`config.mk`:
```
export PLATFORM = sky130hd
export DESIGN_NAME = eth_tx_arb_flat
export DESIGN_NICKNAME = d
export VERILOG_FILES = /design/src/rtl/eth_tx_pkg.sv /design/src/rtl/eth_tx_arb_if.sv /design/src/rtl/eth_tx_arb_rr_arb.sv /design/src/rtl/eth_tx_arb.sv /design/src/flat_wrapper.sv
export SDC_FILE = /design/constraint.sdc
export NUM_CORES = 1
export LEC_CHECK = 0
export CAP_MARGIN = 20
export CORE_ASPECT_RATIO = 0.6
export CORE_MARGIN = 2
export CORE_UTILIZATION = 40
export CTS_CLUSTER_SIZE = 12
export DETAILED_ROUTE_END_ITERATION = 6
export PLACE_DENSITY = 0.8
export SETUP_SLACK_MARGIN = 0.15
export SKIP_LAST_GASP = 1
export SLEW_MARGIN = 5
export SYNTH_ARGS = -nofsm -noshare
export SYNTH_HDL_FRONTEND = slang
export SYNTH_SLANG_ARGS = --single-unit
```
`constraint.sdc`:
```
create_clock -name i_clk -period 2.25 [get_ports i_clk]
set_clock_uncertainty 0.15 [all_clocks]
set_input_delay 0.3375 -clock i_clk [delete_from_list [all_inputs] [get_ports i_clk]]
set_output_delay 0.3375 -clock i_clk [all_outputs]
set_load 0.1 [all_outputs]
```
`src/rtl/eth_tx_pkg.sv`:
```
// Shared definitions for the Ethernet transmit path: the transmit
// arbiter (eth_tx_arb) and the eth_tx MAC both import this package.
package eth_tx_pkg;

    localparam int SIZE_W         = 11;
    localparam int PAKET_MAX_SIZE = 1500;
    localparam int GAP_CYCLES     = 1000;

    typedef enum logic [2:0] {
        ST_IDLE      = 3'd0,
        ST_START     = 3'd1,
        ST_WAIT_BUSY = 3'd2,
        ST_WAIT_DONE = 3'd3,
        ST_GAP       = 3'd4
    } tx_state_e;

    // A packet size is usable only when it is non-zero and fits the MAC limit.
    function automatic logic size_is_legal(input int unsigned size,
                                           input int unsigned max_size);
        return (size != 0) && (size <= max_size);
    endfunction

    // Durations of zero collapse to a single cycle so the FSM always advances.
    function automatic int at_least_one(input int value);
        return (value < 1) ? 1 : value;
    endfunction

endpackage

```
`src/rtl/eth_tx_arb_if.sv`:
```
// Bundle of the arbiter's request, grant and eth_tx handshake signals.
// The master side is the requesters plus the MAC; the slave side is the arbiter.
interface eth_tx_arb_if #(
    parameter int N_REQ  = 2,
    parameter int SIZE_W = eth_tx_pkg::SIZE_W
);

    logic [N_REQ-1:0]  i_req;
    logic [SIZE_W-1:0] i_size0;
    logic [SIZE_W-1:0] i_size1;
    logic              i_tx_ready;

    logic [N_REQ-1:0]  o_grant;
    logic [N_REQ-1:0]  o_done;
    logic [N_REQ-1:0]  o_err;
    logic              o_tx_en;
    logic [SIZE_W-1:0] o_tx_size;
    logic              o_ram_sel;
    logic              o_busy;
    logic              o_led_tx;

    modport master (
        output i_req, i_size0, i_size1, i_tx_ready,
        input  o_grant, o_done, o_err, o_tx_en, o_tx_size, o_ram_sel, o_busy, o_led_tx
    );

    modport slave (
        input  i_req, i_size0, i_size1, i_tx_ready,
        output o_grant, o_done, o_err, o_tx_en, o_tx_size, o_ram_sel, o_busy, o_led_tx
    );

endinterface

```
`src/rtl/eth_tx_arb_rr_arb.sv`:
```
// Round-robin selector: searches requests starting just after the
// last-granted index and returns the first hit as one-hot plus index.
module rr_arb #(
    parameter int N     = 2,
    parameter int IDX_W = (N > 1) ? $clog2(N) : 1
) (
    input  logic [N-1:0]     req,
    input  logic [IDX_W-1:0] pointer,
    output logic [N-1:0]     grant,
    output logic [IDX_W-1:0] index
);

    logic [IDX_W-1:0] cand;
    logic             found;

    // Walk the requesters in rotating order and keep the first one asking.
    always_comb begin
        grant = '0;
        index = '0;
        found = 1'b0;
        cand  = '0;
        for (int k = 1; k <= N; k++) begin
            cand = IDX_W'((int'(pointer) + k) % N);
            if (!found && req[cand]) begin
                found       = 1'b1;
                grant[cand] = 1'b1;
                index       = cand;
            end
        end
    end

endmodule

```
`src/rtl/eth_tx_arb.sv`:
```
// Transmit arbiter: hands the single eth_tx MAC and its RAM bank to one
// requester at a time, fires the start pulse, tracks the MAC's ready
// handshake and enforces an idle gap between packets.
module eth_tx_arb #(
    parameter int N_REQ          = 2,
    parameter int SIZE_W         = eth_tx_pkg::SIZE_W,
    parameter int PAKET_MAX_SIZE = eth_tx_pkg::PAKET_MAX_SIZE,
    parameter int GAP_CYCLES     = eth_tx_pkg::GAP_CYCLES,
    parameter int START_TIMEOUT  = 16
) (
    input logic         i_clk,
    input logic         i_rst_n,
    eth_tx_arb_if.slave bus
);

    import eth_tx_pkg::*;

    localparam int IDX_W   = (N_REQ > 1) ? $clog2(N_REQ) : 1;
    localparam int GAP_LEN = at_least_one(GAP_CYCLES);
    localparam int GAP_W   = $clog2(GAP_LEN + 1);
    localparam int TO_LEN  = at_least_one(START_TIMEOUT);
    localparam int TO_W    = $clog2(TO_LEN + 1);

    tx_state_e         state_q,   state_d;
    logic [N_REQ-1:0]  grant_q,   grant_d;
    logic [N_REQ-1:0]  done_q,    done_d;
    logic [N_REQ-1:0]  err_q,     err_d;
    logic              tx_en_q,   tx_en_d;
    logic [SIZE_W-1:0] tx_size_q, tx_size_d;
    logic [IDX_W-1:0]  ram_sel_q, ram_sel_d;
    logic              led_q,     led_d;
    logic [IDX_W-1:0]  ptr_q,     ptr_d;
    logic [GAP_W-1:0]  gap_cnt_q, gap_cnt_d;
    logic [TO_W-1:0]   to_cnt_q,  to_cnt_d;

    logic [N_REQ-1:0]  rr_grant;
    logic [IDX_W-1:0]  rr_index;
    logic [SIZE_W-1:0] win_size;
    logic              win_legal;

    rr_arb #(
        .N     (N_REQ),
        .IDX_W (IDX_W)
    ) u_rr_arb (
        .req     (bus.i_req),
        .pointer (ptr_q),
        .grant   (rr_grant),
        .index   (rr_index)
    );

    assign win_size  = (rr_index == '0) ? bus.i_size0 : bus.i_size1;
    assign win_legal = size_is_legal(32'(win_size), 32'(PAKET_MAX_SIZE));

    // Next-state and registered-output logic; pulses default low, the rest hold.
    always_comb begin
        state_d   = state_q;
        grant_d   = grant_q;
        done_d    = '0;
        err_d     = '0;
        tx_en_d   = 1'b0;
        tx_size_d = tx_size_q;
        ram_sel_d = ram_sel_q;
        led_d     = led_q;
        ptr_d     = ptr_q;
        gap_cnt_d = gap_cnt_q;
        to_cnt_d  = to_cnt_q;

        case (state_q)
            ST_IDLE: begin
                if ((|bus.i_req) && bus.i_tx_ready) begin
                    ptr_d     = rr_index;
                    gap_cnt_d = '0;
                    if (win_legal) begin
                        grant_d   = rr_grant;
                        ram_sel_d = rr_index;
                        tx_size_d = win_size;
                        tx_en_d   = 1'b1;
                        led_d     = 1'b1;
                        state_d   = ST_START;
                    end else begin
                        err_d   = rr_grant;
                        state_d = ST_GAP;
                    end
                end
            end

            ST_START: begin
                to_cnt_d = '0;
                state_d  = ST_WAIT_BUSY;
            end

            ST_WAIT_BUSY: begin
                if (!bus.i_tx_ready) begin
                    state_d = ST_WAIT_DONE;
                end else if (to_cnt_q >= TO_W'(TO_LEN - 1)) begin
                    err_d     = grant_q;
                    grant_d   = '0;
                    led_d     = 1'b0;
                    gap_cnt_d = '0;
                    state_d   = ST_GAP;
                end else if (to_cnt_q < TO_W'(TO_LEN)) begin
                    to_cnt_d = to_cnt_q + TO_W'(1);
                end
            end

            ST_WAIT_DONE: begin
                if (bus.i_tx_ready) begin
                    done_d    = grant_q;
                    grant_d   = '0;
                    led_d     = 1'b0;
                    gap_cnt_d = '0;
                    state_d   = ST_GAP;
                end
            end

            ST_GAP: begin
                if (gap_cnt_q >= GAP_W'(GAP_LEN - 1)) begin
                    state_d = ST_IDLE;
                end else if (gap_cnt_q < GAP_W'(GAP_LEN)) begin
                    gap_cnt_d = gap_cnt_q + GAP_W'(1);
                end
            end

            default: begin
                state_d = ST_IDLE;
            end
        endcase
    end

    // State and output registers; the pointer resets to the last requester so requester 0 wins the first tie.
    always_ff @(posedge i_clk) begin
        if (!i_rst_n) begin
            state_q   <= ST_IDLE;
            grant_q   <= '0;
            done_q    <= '0;
            err_q     <= '0;
            tx_en_q   <= 1'b0;
            tx_size_q <= '0;
            ram_sel_q <= '0;
            led_q     <= 1'b0;
            ptr_q     <= IDX_W'(N_REQ - 1);
            gap_cnt_q <= '0;
            to_cnt_q  <= '0;
        end else begin
            state_q   <= state_d;
            grant_q   <= grant_d;
            done_q    <= done_d;
            err_q     <= err_d;
            tx_en_q   <= tx_en_d;
            tx_size_q <= tx_size_d;
            ram_sel_q <= ram_sel_d;
            led_q     <= led_d;
            ptr_q     <= ptr_d;
            gap_cnt_q <= gap_cnt_d;
            to_cnt_q  <= to_cnt_d;
        end
    end

    assign bus.o_grant   = grant_q;
    assign bus.o_done    = done_q;
    assign bus.o_err     = err_q;
    assign bus.o_tx_en   = tx_en_q;
    assign bus.o_tx_size = tx_size_q;
    assign bus.o_ram_sel = ram_sel_q[0];
    assign bus.o_led_tx  = led_q;
    assign bus.o_busy    = (state_q != ST_IDLE);

endmodule
```
`src/flat_wrapper.sv`:
```
// flat-port wrapper written by rule: the top's interface ports become plain ports
module eth_tx_arb_flat import eth_tx_pkg::*;
#(
    parameter int N_REQ          = 2,
    parameter int SIZE_W         = eth_tx_pkg::SIZE_W,
    parameter int PAKET_MAX_SIZE = eth_tx_pkg::PAKET_MAX_SIZE,
    parameter int GAP_CYCLES     = eth_tx_pkg::GAP_CYCLES,
    parameter int START_TIMEOUT  = 16
)
  (i_clk, i_rst_n, bus_i_req, bus_i_size0, bus_i_size1, bus_i_tx_ready, bus_o_grant, bus_o_done, bus_o_err, bus_o_tx_en, bus_o_tx_size, bus_o_ram_sel, bus_o_busy, bus_o_led_tx);
  eth_tx_arb_if #(.N_REQ(N_REQ), .SIZE_W(SIZE_W)) bus_i ();
  input logic i_clk;
  input logic i_rst_n;
  input wire logic [$bits(bus_i.i_req)-1:0] bus_i_req;
  input wire logic [$bits(bus_i.i_size0)-1:0] bus_i_size0;
  input wire logic [$bits(bus_i.i_size1)-1:0] bus_i_size1;
  input wire logic [$bits(bus_i.i_tx_ready)-1:0] bus_i_tx_ready;
  output wire logic [$bits(bus_i.o_grant)-1:0] bus_o_grant;
  output wire logic [$bits(bus_i.o_done)-1:0] bus_o_done;
  output wire logic [$bits(bus_i.o_err)-1:0] bus_o_err;
  output wire logic [$bits(bus_i.o_tx_en)-1:0] bus_o_tx_en;
  output wire logic [$bits(bus_i.o_tx_size)-1:0] bus_o_tx_size;
  output wire logic [$bits(bus_i.o_ram_sel)-1:0] bus_o_ram_sel;
  output wire logic [$bits(bus_i.o_busy)-1:0] bus_o_busy;
  output wire logic [$bits(bus_i.o_led_tx)-1:0] bus_o_led_tx;
  assign bus_i.i_req = bus_i_req;
  assign bus_i.i_size0 = bus_i_size0;
  assign bus_i.i_size1 = bus_i_size1;
  assign bus_i.i_tx_ready = bus_i_tx_ready;
  assign bus_o_grant = bus_i.o_grant;
  assign bus_o_done = bus_i.o_done;
  assign bus_o_err = bus_i.o_err;
  assign bus_o_tx_en = bus_i.o_tx_en;
  assign bus_o_tx_size = bus_i.o_tx_size;
  assign bus_o_ram_sel = bus_i.o_ram_sel;
  assign bus_o_busy = bus_i.o_busy;
  assign bus_o_led_tx = bus_i.o_led_tx;
  eth_tx_arb #(.N_REQ(N_REQ), .SIZE_W(SIZE_W), .PAKET_MAX_SIZE(PAKET_MAX_SIZE), .GAP_CYCLES(GAP_CYCLES), .START_TIMEOUT(START_TIMEOUT)) u_core (.i_clk(i_clk), .i_rst_n(i_rst_n), .bus(bus_i));
endmodule
```
# [After elaboration in Yosys (flattened, before gate mapping)]
# Index checks and enable logic that the tools add are counted.
[word_totals] reg_bits=39 input_bits=27 word_cells=111
[op_classes] addsub=4 order_cmp=9 eq_ne=15 muxes=50 bitwise=1 n_reduce_logical=21
[op_table] operator="$mux 10" count=6
[op_table] operator="$pmux 10 s4" count=1
[op_table] operator="$mux 2" count=11
[op_table] operator="$mux 3" count=6
[op_table] operator="$mux 1" count=15
[op_table] operator="$mux 5" count=3
[op_table] operator="$pmux 3 s5" count=1
[op_table] operator="$ne 2x1->1 const B" count=6
[op_table] operator="$le 11x11->1 const B" count=1
[op_table] operator="$mux 11" count=1
[op_table] operator="$reduce_bool 11->1" count=1
[op_table] operator="$add 10x1->10 const B" count=1
[op_table] operator="$ge 10x10->1 const B" count=1
[op_table] operator="$lt 10x10->1 const B" count=1
[op_table] operator="$pmux 5 s2" count=1
[op_table] operator="$reduce_and 3->1" count=3
[op_table] operator="$ne 2x2->1 const B" count=4
[op_table] operator="$reduce_and 4->1" count=2
[op_table] operator="$reduce_and 7->1" count=1
[op_table] operator="$eq 3x2->1 const B" count=2
[op_table] operator="$pmux 2 s3" count=1
[op_table] operator="$reduce_and 6->1" count=1
[op_table] operator="$reduce_bool 3->1" count=2
[op_table] operator="$add 5x1->5 const B" count=1
[op_table] operator="19 further kinds" count=27

# [Depth between registers and ports, before layout]
[logic_depth] word_depth=13 depth_mapped=10 ltp_nobuf=9

# [By module]
# From an unflattened synthesis, not the netlist that was laid out.
[hier_totals] cells_unflattened=230 area_unflattened_um2=2094.5
[by_module_without_submodules] module="eth_tx_arb" instances=1 cells_each=226 area_per_inst_um2=2068.2 seq_area_each_um2=780.7
[by_module_without_submodules] module="rr_arb" instances=1 cells_each=4 area_per_inst_um2=26.3 seq_area_each_um2=0.0

# [Least setup slack after synthesis]
# Ideal clock, no wire load.
[synth_path] path_type="reg-to-reg" start="register u_core.state_q[0]" end="register u_core.gap_cnt_q[5]" setup_ps=124 arrival_ps=2342 path_slack_ps=-365 path_stages_with_launch=9 n_path_buf=1 path_cell_list="dfxtp_1 -> clkbuf_1 -> nor3_2 -> inv_1 -> nor2_1 -> nor3_2 -> nor3_1 -> xnor2_1 -> nor2_1"
[synth_between] elab_chain_cells=3 word_cells_on_any_way=13 cone_classes="eq/ne (9); mux (1); reduce/logical (3)"
[synth_rtl] element="from (decl)" line_no="eth_tx_arb.sv:24" rtl="tx_state_e state_q, state_d;"
[synth_rtl] element="from (signal assigned)" line_no="eth_tx_arb.sv:145" rtl="state_q <= state_d;"
[synth_rtl] element="$eq 3x3->1 (tied with other cells)" line_no="eth_tx_arb.sv:68" rtl="case (state_q)"
[synth_rtl] element="$ne 2x2->1 (no line) (tied with other cells)"
[synth_rtl] element="$reduce_and 7->1 (no line)"
[synth_rtl] element="to (signal assigned)" line_no="eth_tx_arb.sv:154" rtl="gap_cnt_q <= gap_cnt_d;"
[synth_rtl] element="to (decl)" line_no="eth_tx_arb.sv:33" rtl="logic [GAP_W-1:0] gap_cnt_q, gap_cnt_d;"
# Parallel ways exist; a longest one is shown, timed or not.
# A chain may end at the register's enable or synchronous reset.

# [Worst setup path after layout]
[layout_path] start="register u_core.to_cnt_q[0]" end="register u_core.state_q[2]"
[layout_between] elab_chain_cells=3
[layout_rtl] element="from (decl)" line_no="eth_tx_arb.sv:34" rtl="logic [TO_W-1:0] to_cnt_q, to_cnt_d;"
[layout_rtl] element="from (signal assigned)" line_no="eth_tx_arb.sv:155" rtl="to_cnt_q <= to_cnt_d;"
[layout_rtl] element="$ge 5x4->1" line_no="eth_tx_arb.sv:95" rtl="end else if (to_cnt_q >= TO_W'(TO_LEN - 1)) begin"
[layout_rtl] element="$ne 3x2->1 (no line)"
[layout_rtl] element="$reduce_and 4->1 (no line)"
# Every way passes these cells.

==> key figures <==
Layout
  • Layout area overhead: 57.0%
  • Share of post-route cells with drive strength above 1: 35.4%
  • Design Area, Final: 0.00310 mm^2
  • Diode count: 0
  • Fillers: 367
  • Multi-input gate area: approximately 0.0013 mm^2
  • NumNets Final: 334
  • Fin cells: roughly 370
  • Fin util: 66.6%
  • Register area: between 700 and 800 um^2

Critical path
  • Worst EP arrival: 2.41 ns
  • WP data required: 2.34 ns
  • Top Family by Delay on Critical Path: compound AO/OA/AOI/OAI gates
  • Worst path bufs/invs: 4
  • Top cell by count, worst path: buf_4
  • Worst-path fanout max: 4
  • Critical path type: flip-flop to flip-flop
  • Worst path cell trace: buf_4, buf_4, nand4_1, buf_4, nand2_2, buf_4, nor2_1, a2111oi_1, o311ai_0, nor2_1
  • Crit path capture type: flip-flop
  • Crit path largest cell delay: 0.54 ns
  • Slowest CP cell: a2111oi_1
  • CP startpoint kind: flip-flop

Floorplan
  • # IOs: between 40 and 50
  • Starting Density: 42.4%
  • Core ar.: 0.00466 mm^2
  • Die ar.: roughly 0.0055 mm^2
  • Die Ht: 58.5 um
  • # rows: 19
  • Die X: 94.8 um

STA
  • Headroom to the max-slew limit: 61.8%
  • Hold Vio Cnt, Final: 0
  • Crit path time final: around 2.3 ns
  • Final Cycle Share: 103%
  • Fin Hold WS: 0.329 ns
  • Fmax: 0.429 GHz
  • Setup-failing EPs final: 1
  • Worst-margin pin slew: 0.571 ns
  • TNS Setup: -0.0783 ns
  • Final Max Tran Viols: 0
  • RSZ-0062 raised after global routing: yes
  • Final worst setup slack: -0.0783 ns

Route
  • Wirelength per Cell: 16.6 um
  • Post-Route WL: between 6000 and 7000 um
  • Via count: between 2000 and 2500
  • Vias per cell: 5.58
  • DRC violations left: 0
  • Routed Antenna Nets: 0
  • TritonRoute pass-1 iters: 4
  • DR iter-0 viols: 136

Place
  • Gpl congestion: about 0.9
  • Placed cell areas: 0.00272 mm^2
  • # placed instances: 348
  • Dpl hpwl: 4200 um
  • Worst slack, placed: -0.461 ns
  • IO buf count: 47

Synthesis
  • Sequential fraction of the synthesis area: 39.5%
  • Syn Inst Count: 220
  • Top cell type's share of synthesized area: 39.5%
  • Mapped Nets: 250
  • YS warnings: 0
  • Synth top area cells: dfxtp_1, mux2i_1, o211a_1
  • Syn Area/Cell: around 9 um^2
  • Synthesized cell area: ~0.0020 mm^2
  • Distinct cells, synth: 49
  • Ys async rst share: 0%
  • Most instantiated cells after synthesis: dfxtp_1, nor2_1, nand2_1
  • Post-synth EDFFs: 0
  • Top FF cell, synth: dfxtp_1
  • Yosys reg bits: 39
  • Count leader, synth: dfxtp_1
  • Leading area contributor after synthesis: dfxtp_1

Clock tree
  • Worst-Skew Late Latency: 0.30 ns
  • Clock slew at the register clock pins of the worst setup and hold paths: 0.08 ns
  • Clock Sink Count: 39
  • CTS max path bufs: 2
  • CTS tree: built
  • Num CTS Buffers: 5
  • Root Buffer Master: clkbuf_8
  • H-tree lvl count: 2

Pwr
  • Pwr Density: 702 mW/mm^2
  • VDD IR max: 0.522 mV
  • P_leak: 1.43 nW
  • Total power: 2.18 mW

Run status
  • Status: finished, violations left
  • Failing checks: negative setup slack

Hold path
  • Hold WC Path Type: flip-flop to flip-flop

GRT
  • Total congestion overflow: 0
  • Tot GR Track Use: 21.6%
  • Largest net degree at the start of global routing: 17
  • First-pass GRT wire length: between 9000 and 10000 um
  • Number of global-route vias before repair: 1828
  • Initial antenna violation count: 0

Flow run
  • Number of max-cap violations: 0
registers in the layout, summed over array words and instances (netlist names):
signal,count
u_core.bus.o_led_tx,1
u_core.to_cnt_q,5
u_core.bus.o_tx_size,11
u_core.gap_cnt_q,10
u_core.ptr_q,1
u_core.bus.o_err,2
u_core.bus.o_done,2
u_core.state_q,3
u_core.bus.o_grant,2
u_core.bus.o_ram_sel,1
u_core.bus.o_tx_en,1
path summary, 6_finish.rpt:
path	from	depth (start not counted)	slack [ns]	end
worst min register to register	u_core.gap_cnt_q[9]	2	0.33	u_core.gap_cnt_q[9]
worst max register to register	u_core.to_cnt_q[0]	10	-0.08	u_core.state_q[2]
worst max-delay path	u_core.to_cnt_q[0]	10	-0.08	u_core.state_q[2]
worst min-delay path	u_core.gap_cnt_q[9]	2	0.33	u_core.gap_cnt_q[9]
report_power, final:
group	switching [mW]	internal, mW	leakage (nW)
registers	0.0412	0.739	0.318
logic	0.523	0.285	1.05
clock network	0.259	0.330	0.0581
logic make-up (layout without fill, tap and decap cells):
logic type	after synthesis	after routing	share of synthesized area (%)
buf+inv	19	103	5.00
flops	39	39	39.5
xor+xnor	7	7	3.10
compound gates	46	46	18.4
mux	13	13	6.58
simple gates	93	94	25.6
fa+ha+maj	3	3	1.90
routing by layer:
layer  up-vias  track usage (%)  routed length (um)
li1        978                -                   -
met1      1001             32.6                3070
met2        66             30.6                2580
met3        10             4.87                 389
met4         0             6.21                  80
met5         -                0                   0
area by class of cell:
type | instances | share of cell area (%)
well taps | 63 | 2.54
multi-input cells | 163 | 41.9
flip-flops and latches | 39 | 25.3
clock buffers | 5 | 2.22
inverters | 7 | 0.968
clock inverters | 3 | 1.41
repair buffers | 88 | 25.7
placed cells by master (no fill, tap or decap), types with 6 or more instances in the layout:
cell type	count
clkdlybuf4s50_1	13
dlymetal6s2s_1	8
nand3_1	11
nor2_1	17
nand2_1	17
o211a_1	12
mux2i_1	13
buf_4	55
inv_1	6
dfxtp_1	36
xnor2_1	6
worst reg2reg max path, cell delays in order (launching register included):
cell and delay [ns]:
dfxtp_2 0.37, buf_4 0.12, buf_4 0.11, nand4_1 0.18, buf_4 0.20, nand2_2 0.06
buf_4 0.12, nor2_1 0.05, a2111oi_1 0.54, o311ai_0 0.21, nor2_1 0.16
repair_timing:
action                     in CTS  in global routing
resized for setup              22                 26
gates cloned                    0                  3
buffers inserted                1                  8
setup endpoints to repair      32                 33
pin swaps                       8                  8
hold buffers                    0                  0
Note: power is estimated with default switching activity, not from simulation.
